### config.mk
export PLATFORM = sky130hd
export DESIGN_NAME = bcd_conv_ctrl
export DESIGN_NICKNAME = d
export VERILOG_FILES = /design/src/rtl/bcd_pkg.sv /design/src/rtl/bcd_digit_adj.sv /design/src/rtl/bcd_conv_ctrl.sv
export SDC_FILE = /design/constraint.sdc
export NUM_CORES = 1
export LEC_CHECK = 0
export BUFFER_PORTS_ARGS = -buffer_cell sky130_fd_sc_hd__buf_2
export CAP_MARGIN = 20
export CELL_PAD_IN_SITES_DETAIL_PLACEMENT = 0
export CELL_PAD_IN_SITES_GLOBAL_PLACEMENT = 1
export CORE_MARGIN = 4
export CORE_UTILIZATION = 41
export CTS_CLUSTER_SIZE = 8
export DETAILED_ROUTE_END_ITERATION = 10
export MAX_ROUTING_LAYER = met4
export PLACE_DENSITY = 0.73
export SYNTH_ARGS = -nofsm -noshare
export SYNTH_HDL_FRONTEND = slang
export SYNTH_SLANG_ARGS = --single-unit
### constraint.sdc
create_clock -name iCLK -period 2.1 [get_ports iCLK]
set_input_delay 0.105 -clock iCLK [delete_from_list [all_inputs] [get_ports iCLK]]
set_output_delay 0.105 -clock iCLK [all_outputs]
set_load 0.03 [all_outputs]
### src/rtl/bcd_pkg.sv
// rtl/bcd_pkg.sv - shared state encoding, add-3 constants and digit sizing helper for bcd_conv_ctrl
package bcd_pkg;

  typedef logic [1:0] state_t;

  localparam state_t IDLE  = 2'd0;
  localparam state_t SHIFT = 2'd1;
  localparam state_t DONE  = 2'd2;

  localparam logic [3:0] ADJ_THRESH = 4'd5;
  localparam logic [3:0] ADJ_ADD    = 4'd3;

  // Smallest digit count whose decimal range covers every bin_w-bit unsigned value.
  function automatic int min_digits(input int bin_w);
    longint unsigned lim;
    longint unsigned pw;
    int d;
    lim = (64'd1 << bin_w) - 64'd1;
    pw  = 64'd1;
    d   = 0;
    for (int i = 0; i < 20; i++) begin
      if (pw <= lim) begin
        pw = pw * 64'd10;
        d  = d + 1;
      end
    end
    return d;
  endfunction

endpackage

### src/rtl/bcd_digit_adj.sv
// rtl/bcd_digit_adj.sv - double-dabble correction cell: add 3 to a BCD digit that is 5 or more
module bcd_digit_adj
  import bcd_pkg::*;
(
  input  logic [3:0] din,
  output logic [3:0] dout
);

  // Digits 5..9 get +3 so the following left shift carries into the next digit.
  always_comb begin
    dout = din;
    if (din >= ADJ_THRESH) begin
      dout = din + ADJ_ADD;
    end
  end

endmodule

### src/rtl/bcd_conv_ctrl.sv
// rtl/bcd_conv_ctrl.sv - bit-serial binary-to-BCD converter with valid/ready handshakes; BCD_SIGNED_EN adds two's complement input and oSIGN
module bcd_conv_ctrl
  import bcd_pkg::*;
#(
  parameter int BIN_W  = 8,
  parameter int DIGITS = 3
) (
  input  logic                iCLK,
  input  logic                iRSTn,
  input  logic                iVALID,
  output logic                oREADY,
  input  logic [BIN_W-1:0]    iBIN,
  output logic                oVALID,
  input  logic                iREADY,
  output logic [4*DIGITS-1:0] oBCD,
  output logic                oBUSY
`ifdef BCD_SIGNED_EN
  ,
  output logic                oSIGN
`endif
);

  localparam int BCD_W = 4 * DIGITS;
  localparam int CNT_W = $clog2(BIN_W + 1);

  if (DIGITS < min_digits(BIN_W)) begin : g_digits_check
    $error("bcd_conv_ctrl: DIGITS too small for BIN_W");
  end

  state_t             state;
  logic [BIN_W-1:0]   bin_sr;
  logic [BIN_W-1:0]   bin_next;
  logic [BIN_W-1:0]   bin_load;
  logic [BCD_W-1:0]   bcd_sr;
  logic [BCD_W-1:0]   bcd_adj;
  logic [BCD_W-1:0]   bcd_next;
  logic [CNT_W-1:0]   cnt;
  logic               last_shift;

  for (genvar g = 0; g < DIGITS; g++) begin : g_adj
    bcd_digit_adj u_adj (
      .din  (bcd_sr[4*g +: 4]),
      .dout (bcd_adj[4*g +: 4])
    );
  end

  // One double-dabble step: corrected digits and the binary word shift left together.
  assign bcd_next   = {bcd_adj[BCD_W-2:0], bin_sr[BIN_W-1]};
  assign bin_next   = {bin_sr[BIN_W-2:0], 1'b0};
  assign last_shift = (cnt == CNT_W'(1));

`ifdef BCD_SIGNED_EN
  // Magnitude in BIN_W bits; the most negative value maps to its unsigned pattern, which is its magnitude.
  assign bin_load = iBIN[BIN_W-1] ? (~iBIN + {{(BIN_W-1){1'b0}}, 1'b1}) : iBIN;
`else
  assign bin_load = iBIN;
`endif

  assign oREADY = (state == IDLE);
  assign oBUSY  = (state == SHIFT);
  assign oVALID = (state == DONE);

  // FSM, shift registers, bit counter and the result register.
  always_ff @(posedge iCLK) begin
    if (!iRSTn) begin
      state  <= IDLE;
      bin_sr <= '0;
      bcd_sr <= '0;
      cnt    <= '0;
      oBCD   <= '0;
    end else begin
      case (state)
        IDLE: begin
          if (iVALID) begin
            bin_sr <= bin_load;
            bcd_sr <= '0;
            cnt    <= CNT_W'(BIN_W);
            state  <= SHIFT;
          end
        end
        SHIFT: begin
          bin_sr <= bin_next;
          bcd_sr <= bcd_next;
          cnt    <= cnt - CNT_W'(1);
          if (last_shift) begin
            oBCD  <= bcd_next;
            state <= DONE;
          end
        end
        DONE: begin
          if (iREADY) begin
            state <= IDLE;
          end
        end
        default: state <= IDLE;
      endcase
    end
  end

`ifdef BCD_SIGNED_EN
  logic sign_pend;

  // Sign is captured at accept but published together with the magnitude.
  always_ff @(posedge iCLK) begin
    if (!iRSTn) begin
      sign_pend <= 1'b0;
      oSIGN     <= 1'b0;
    end else begin
      if (state == IDLE && iVALID) begin
        sign_pend <= iBIN[BIN_W-1];
      end
      if (state == SHIFT && last_shift) begin
        oSIGN <= sign_pend;
      end
    end
  end
`endif

endmodule
== Yosys cells after proc, flatten, opt, wreduce, memory -nomap -nowiden ==
Cells that the tools add are included.

* Order comparisons: 3
* Add/subtract/negate cells: 4
* Reductions and logical operators: 5
* Eq/ne operators: 6
* Muxes and demuxes: 13

{| class="wikitable"
|+ Operators with widths
! cell !! count
|-
| one-hot mux 12 bit (2 select lines) || 1
|-
| one-hot mux 8 bit (2 select lines) || 1
|-
| greater-or-equal comparator 4 x 3 -> 1 bit (second input constant) || 3
|-
| 2-to-1 mux 12 bit || 1
|-
| 2-to-1 mux 4 bit || 3
|-
| adder 4 x 2 -> 4 bit (second input constant) || 2
|-
| 2-to-1 mux 8 bit || 1
|-
| one-hot mux 4 bit (2 select lines) || 1
|-
| 2-to-1 mux 2 bit || 3
|-
| one-hot mux 2 bit (3 select lines) || 1
|-
| equality test 4 x 1 -> 1 bit (second input constant) || 1
|-
| != test 2 x 1 -> 1 bit (second input constant) || 2
|-
| AND reduction 2 bit || 2
|-
| subtractor 4 x 1 -> 4 bit (second input constant) || 1
|-
| adder 3 x 2 -> 3 bit (second input constant) || 1
|-
| 2-to-1 mux 3 bit || 1
|-
| AND reduction 3 bit || 1
|-
| equality test 2 x 1 -> 1 bit (second input constant) || 1
|-
| equality test 2 bit (second input constant) || 1
|-
| zero test 2 bit || 1
|-
| != test 2 bit (second input constant) || 1
|-
| nonzero test 2 bit || 1
|}

* Logic and storage cells: 36
* Output and inout port bits: 15
* Input bits: 12
* Register bits after elaboration: 38

== Depth between registers and ports, before layout ==
* Word-level depth: 3
* Depth in mapped cells: 6
* Mapped depth without buffers: 6

== Modules after synthesis ==
A second synthesis with hierarchy kept.

* Cell total of the unflattened synthesis: 220
* Area, all modules: 1974.4 um2

{| class="wikitable"
|+ Modules (own cells, without submodules)
! module !! instances !! cells an instance !! area an instance (um2) !! seq. area each (um2)
|-
| bcd_conv_ctrl || 1 || 172 || 1670.4 || 760.7
|-
| bcd_digit_adj || 3 || 16 || 101.3 || 0.0
|}

== Least setup slack after synthesis ==
Ideal clock, no wire load.

* Path kind: register to register
* Start point: register bcd_sr[0]
* End point: register oBCD[2]
* Setup slack: 640 ps
* Path buffers: 0
* Period minus slack after synthesis: 1460 ps
* Required time: 2025 ps
* Stages on the path, launching flop included: 7
* Data arrival time: 1385 ps
* Setup time: 75 ps
* Cell sequence: dfxtp_1 inv_1 ha_1 nand2b_1 a21oi_1 mux2_2 o22ai_1

* Longest elaborated chain between the ends: 2
* Elaborated cells between the ends (all ways): 3
* Classes of those cells: add/sub (1); order compare (1); mux (1)

{| class="wikitable"
|+ Ends and longest elaborated chain
! element !! RTL line !! source
|-
| start: declaration || bcd_conv_ctrl.sv:34 || <nowiki>logic [BCD_W-1:0] bcd_sr;</nowiki>
|-
| start signal: assignment || bcd_conv_ctrl.sv:83 || <nowiki>bcd_sr <= bcd_next;</nowiki>
|-
| adder 4 x 2 -> 4 bit or greater-or-equal comparator 4 x 3 -> 1 bit (tied branches) || bcd_digit_adj.sv:13, bcd_digit_adj.sv:12 ||
|-
| 2-to-1 mux 4 bit * || bcd_digit_adj.sv:12 || <nowiki>if (din >= ADJ_THRESH) begin</nowiki>
|-
| end signal: assignment || bcd_conv_ctrl.sv:86 || <nowiki>oBCD <= bcd_next;</nowiki>
|-
| end: declaration || bcd_conv_ctrl.sv:15 || <nowiki>output logic [4*DIGITS-1:0] oBCD,</nowiki>
|}

Mark *: on every way between the ends. The rest lies on a longest branch, timed or not.
A chain may end at the register's enable or synchronous reset.

== Worst setup path in the final report ==
* Start point: register bcd_sr[4]
* End point: register bcd_sr[6]

* Longest elaborated chain between the ends: 3
* Elaborated cells between the ends (all ways): 4
* Classes of those cells: add/sub (1); order compare (1); mux (2)

{| class="wikitable"
|+ Ends and longest elaborated chain
! element !! RTL line !! source
|-
| adder 4 x 2 -> 4 bit or greater-or-equal comparator 4 x 3 -> 1 bit (tied branches) || bcd_digit_adj.sv:13, bcd_digit_adj.sv:12 ||
|-
| 2-to-1 mux 4 bit * || bcd_digit_adj.sv:12 ||
|-
| one-hot mux 12 bit (2 select lines) * || bcd_conv_ctrl.sv:72 || <nowiki>case (state)</nowiki>
|}

Marks and branches as above.

==> summary.md <==
The areal power density over the cells is 707.3 nW/um2, and the portion of the post-synthesis area used by sequential elements is 43.77%. The leakage component of the power was 0.8288 nW; the largest buffer count on any clock path was 2. For the placeable core region, the log shows 4058 um2. For the sequential share of power, the log shows 54.4%.

The part of the power in combinational logic came out at 13.2%. The setup clock skew after layout was 0.004022 ns. Clock-pin slew was measured on the worst setup and hold paths at 0.06 ns.

Across the VDD grid, the largest voltage drop is 0.4054 mV. The via count of the first global-routing pass came out at 1,486. In this run the number of H-tree levels came out at 2. Of the total power, the clock network draws 32.4%. The internal portion of total power was 1.054 mW; the antenna diode count was 0. The initial DRC count was 124; the area enclosed by the die boundary was 5344 um2. The average wire per standard cell is 14.11 um, and the total grt overflow is 0. After synthesis the netlist holds a flip-flop and latch count of 38.

Data on the critical path is required at its endpoint by 2.31 ns. Once the floorplan was initialized, standard cells occupied 42.83% of the core. From bottom edge to top edge, the die measures 73.11 um.

The tools report the root buffer cell as clkbuf_8. The critical path is of the reg2reg type. For the data arrival time of the worst path, the log shows 1.79 ns.

The critical path's slowest cell was mux2_2. Counting distinct cell types in the post-synthesis netlist gives 33. Leaving out fill and tap cells, the most frequent cells in the layout are dfxtp_1 (38), o21ai_0 (28), buf_2 (26). Setup repair after global routing left no endpoint under its margin. The tools report the overall power after layout as 1.425 mW. The run gives 0 as the number of antenna violations at the first check in global routing.

Setup total negative slack on the finished layout was measured at 0 ns. For this run, the number of Yosys warnings is 0. The actual transition at the worst max-transition pin is 0.5736 ns. The run gives 0 as the count of pins over their slew limit. The insertion delay to the later sink of the worst-skew pair is 0.29 ns, and the final critical path time including I/O delays and setup is 1.582 ns.

Gates resized during post-CTS repair numbered 0. Max-cap violations in this run came to 0. The worst setup path is launched from a flip-flop. The startpoint identified for the worst register-to-register timing path is bcd_sr[4]. In the final design database the tool counted 256 nets. In this run the tool buffered the top-level ports with 26 buffer cells.

Traced cell by cell, the critical path runs through inv_1 -> ha_1 -> nand2b_1 -> a21oi_1 -> mux2_2 -> o21ai_0. The cell count after synthesis came out at 206. The tools report the capturing element type of the critical path as a flip-flop. The number of setup violations in the final report is 0, and the max-slew headroom at the worst pin is 61.62%.

The proportion of layout cells with a drive suffix above 1 is 18.64%. Summed over all layers, the routed wires come to 4035 um. The die is 73.11 um wide. In the routed layout, each cell is associated on average with a via count of 5.392. Synthesis produced a netlist with a net count of 226. The logs give 27 for the number of I/O pins and 26 for the maximum number of pins on one net before global-route repair. The first global-routing pass estimated 6706 um of wire. The critical path starts at bcd_sr[4]. The switching power share of the total was 26.01%.

Total count of hold-check failures in the final report: 0. The run finished with clean final reports. In this run the power spent charging and discharging nets is 0.3705 mW. The number of iterations in the first detailed-routing pass was 4; the maximum fanout along the worst path was 5. TritonCTS built the clock tree. The run gives 0.8078 as the global placement routability congestion. The cell area that synthesis handed to floorplanning was 1738 um2.

The number of antenna-violating nets in the routed design is 0. After detailed routing, the number of remaining DRC violations is 0. Half-perimeter wire length of the detailed placement result: 2921 um.

In this run the most critical hold path is launched from iREADY. Global routing used 16.61% of the available tracks across all layers. Buffers added to address setup during post-CTS repair amount to 0.

Timing-limited maximum frequency: 0.6322 GHz. In this run, post-CTS hold repair placed 0 buffers. Final period utilization: 75.33%. The number of rows in the core area is 23. Number of buffers created by CTS: 5.

In this run the worst hold path is classified as in2reg. The sink count of the clock tree came out at 38. The synthesis-to-finish area growth is 15.91%. The largest single stage delay on the critical path is 0.38 ns. The most common cell after layout, fill and taps aside was dfxtp_1. Across all layers, the routed design uses 1,542 vias. After synthesis, the mean cell area works out to 8.436 um2.
[per-layer routing]
layer,up-vias,global-route usage [%],share of wire [%]
met2,20,25.22,44
li1,783,-,-
met4,0,6.967,2.0
met3,9,3.719,4.0
met1,730,21.19,50
met5,-,-,0
[registers in the layout (all words and copies together) (netlist names)]
name	cells
bcd_sr	12
oBCD	12
bin_sr	8
cnt	4
state	2
[cells by family after synthesis]
group                    after synthesis  synth area share [%]
buffers and inverters                 20                 4.535
AO/OA/AOI/OAI                         68                 22.82
multiplexers                           5                 3.168
adder cells (fa/ha/maj)                8                 5.760
AND/OR/NAND/NOR                       64                 18.43
flip-flops                            38                 43.77
XOR/XNOR                               3                 1.512
[cells in the mapped netlist]
cell type	instances	share of area, %
inv_1	10	2.2
dfxtp_1	38	44
o21ai_0	28	8.1
nor3_1	5	1.4
nand4bb_1	1	0.65
buf_2	3	0.86
nor2b_1	4	1.4
o221ai_1	1	0.50
o21a_1	1	0.43
and3_1	1	0.36
xnor2_1	3	1.5
a21boi_1	1	0.43
a22oi_1	2	0.86
a21boi_0	2	0.86
ha_1	8	5.8
nor2_4	1	0.65
nand3_1	12	3.5
nand2_1	19	4.1
mux2_2	4	2.6
a21oi_1	18	5.2
nand2b_1	4	1.4
o21ai_1	1	0.29
o22ai_1	8	2.9
and2_1	1	0.36
nor3b_1	5	2.2
o21ai_2	1	0.50
mux2i_1	1	0.58
buf_1	1	0.22
o211a_1	4	2.3
clkbuf_1	5	1.1
nor2_1	11	2.4
inv_2	1	0.22
a32oi_1	1	0.50
[stage by stage]
step	setup slack (ns)	cell area, um2	cells	hold slack [ns]	util (%)
after global routing	0.3591	2014	286	0.1396	49.65
final	0.5181	2014	286	0.1230	49.65
after CTS	0.5179	2014	286	0.1167	49.65
after detailed placement	0.5278	1938	279	0.4147	47.76
after global placement	0.5690	1938	279	0.3957	47.76
after floorplan	0.6402	1738	206	0.2991	-
[power groups by stage]
stage / combinational (mW) / sequential, mW / clock (mW)
global placement: 0.184 / 0.790 / 0
finish: 0.188 / 0.776 / 0.461
CTS: 0.188 / 0.776 / 0.470
floorplan: 0.122 / 0.794 / 0
detailed placement: 0.188 / 0.792 / 0
global route: 0.210 / 0.780 / 0.508
[area by class of cell]
cell class | count | area, um2
Fill cell | 409 | 2043
Multi-Input combinational cell | 148 | 898.4
Sequential cell | 38 | 760.7
Timing Repair Buffer | 32 | 175.2
Clock buffer | 7 | 76.32
Tap cell | 50 | 62.56
Inverter | 11 | 41.29
[critical path: cells and delay by family (launching register included)]
family / cells / cell delay [ns]
adder cells (fa/ha/maj): 1 / 0.24
multiplexers: 1 / 0.38
AND/OR/NAND/NOR: 1 / 0.09
buffers and inverters: 1 / 0.10
flip-flops: 1 / 0.34
AO/OA/AOI/OAI: 2 / 0.37
[path summary, 6_finish.rpt]
kind | to | cells past startpoint | slack, ns
setup / recovery | bcd_sr[6] | 6 | 0.52
hold / removal | state[1] | 3 | 0.12
setup reg to reg | bcd_sr[6] | 6 | 0.52
hold reg to reg | oBCD[1] | 2 | 0.48
Power figures use the tool's default switching activity.
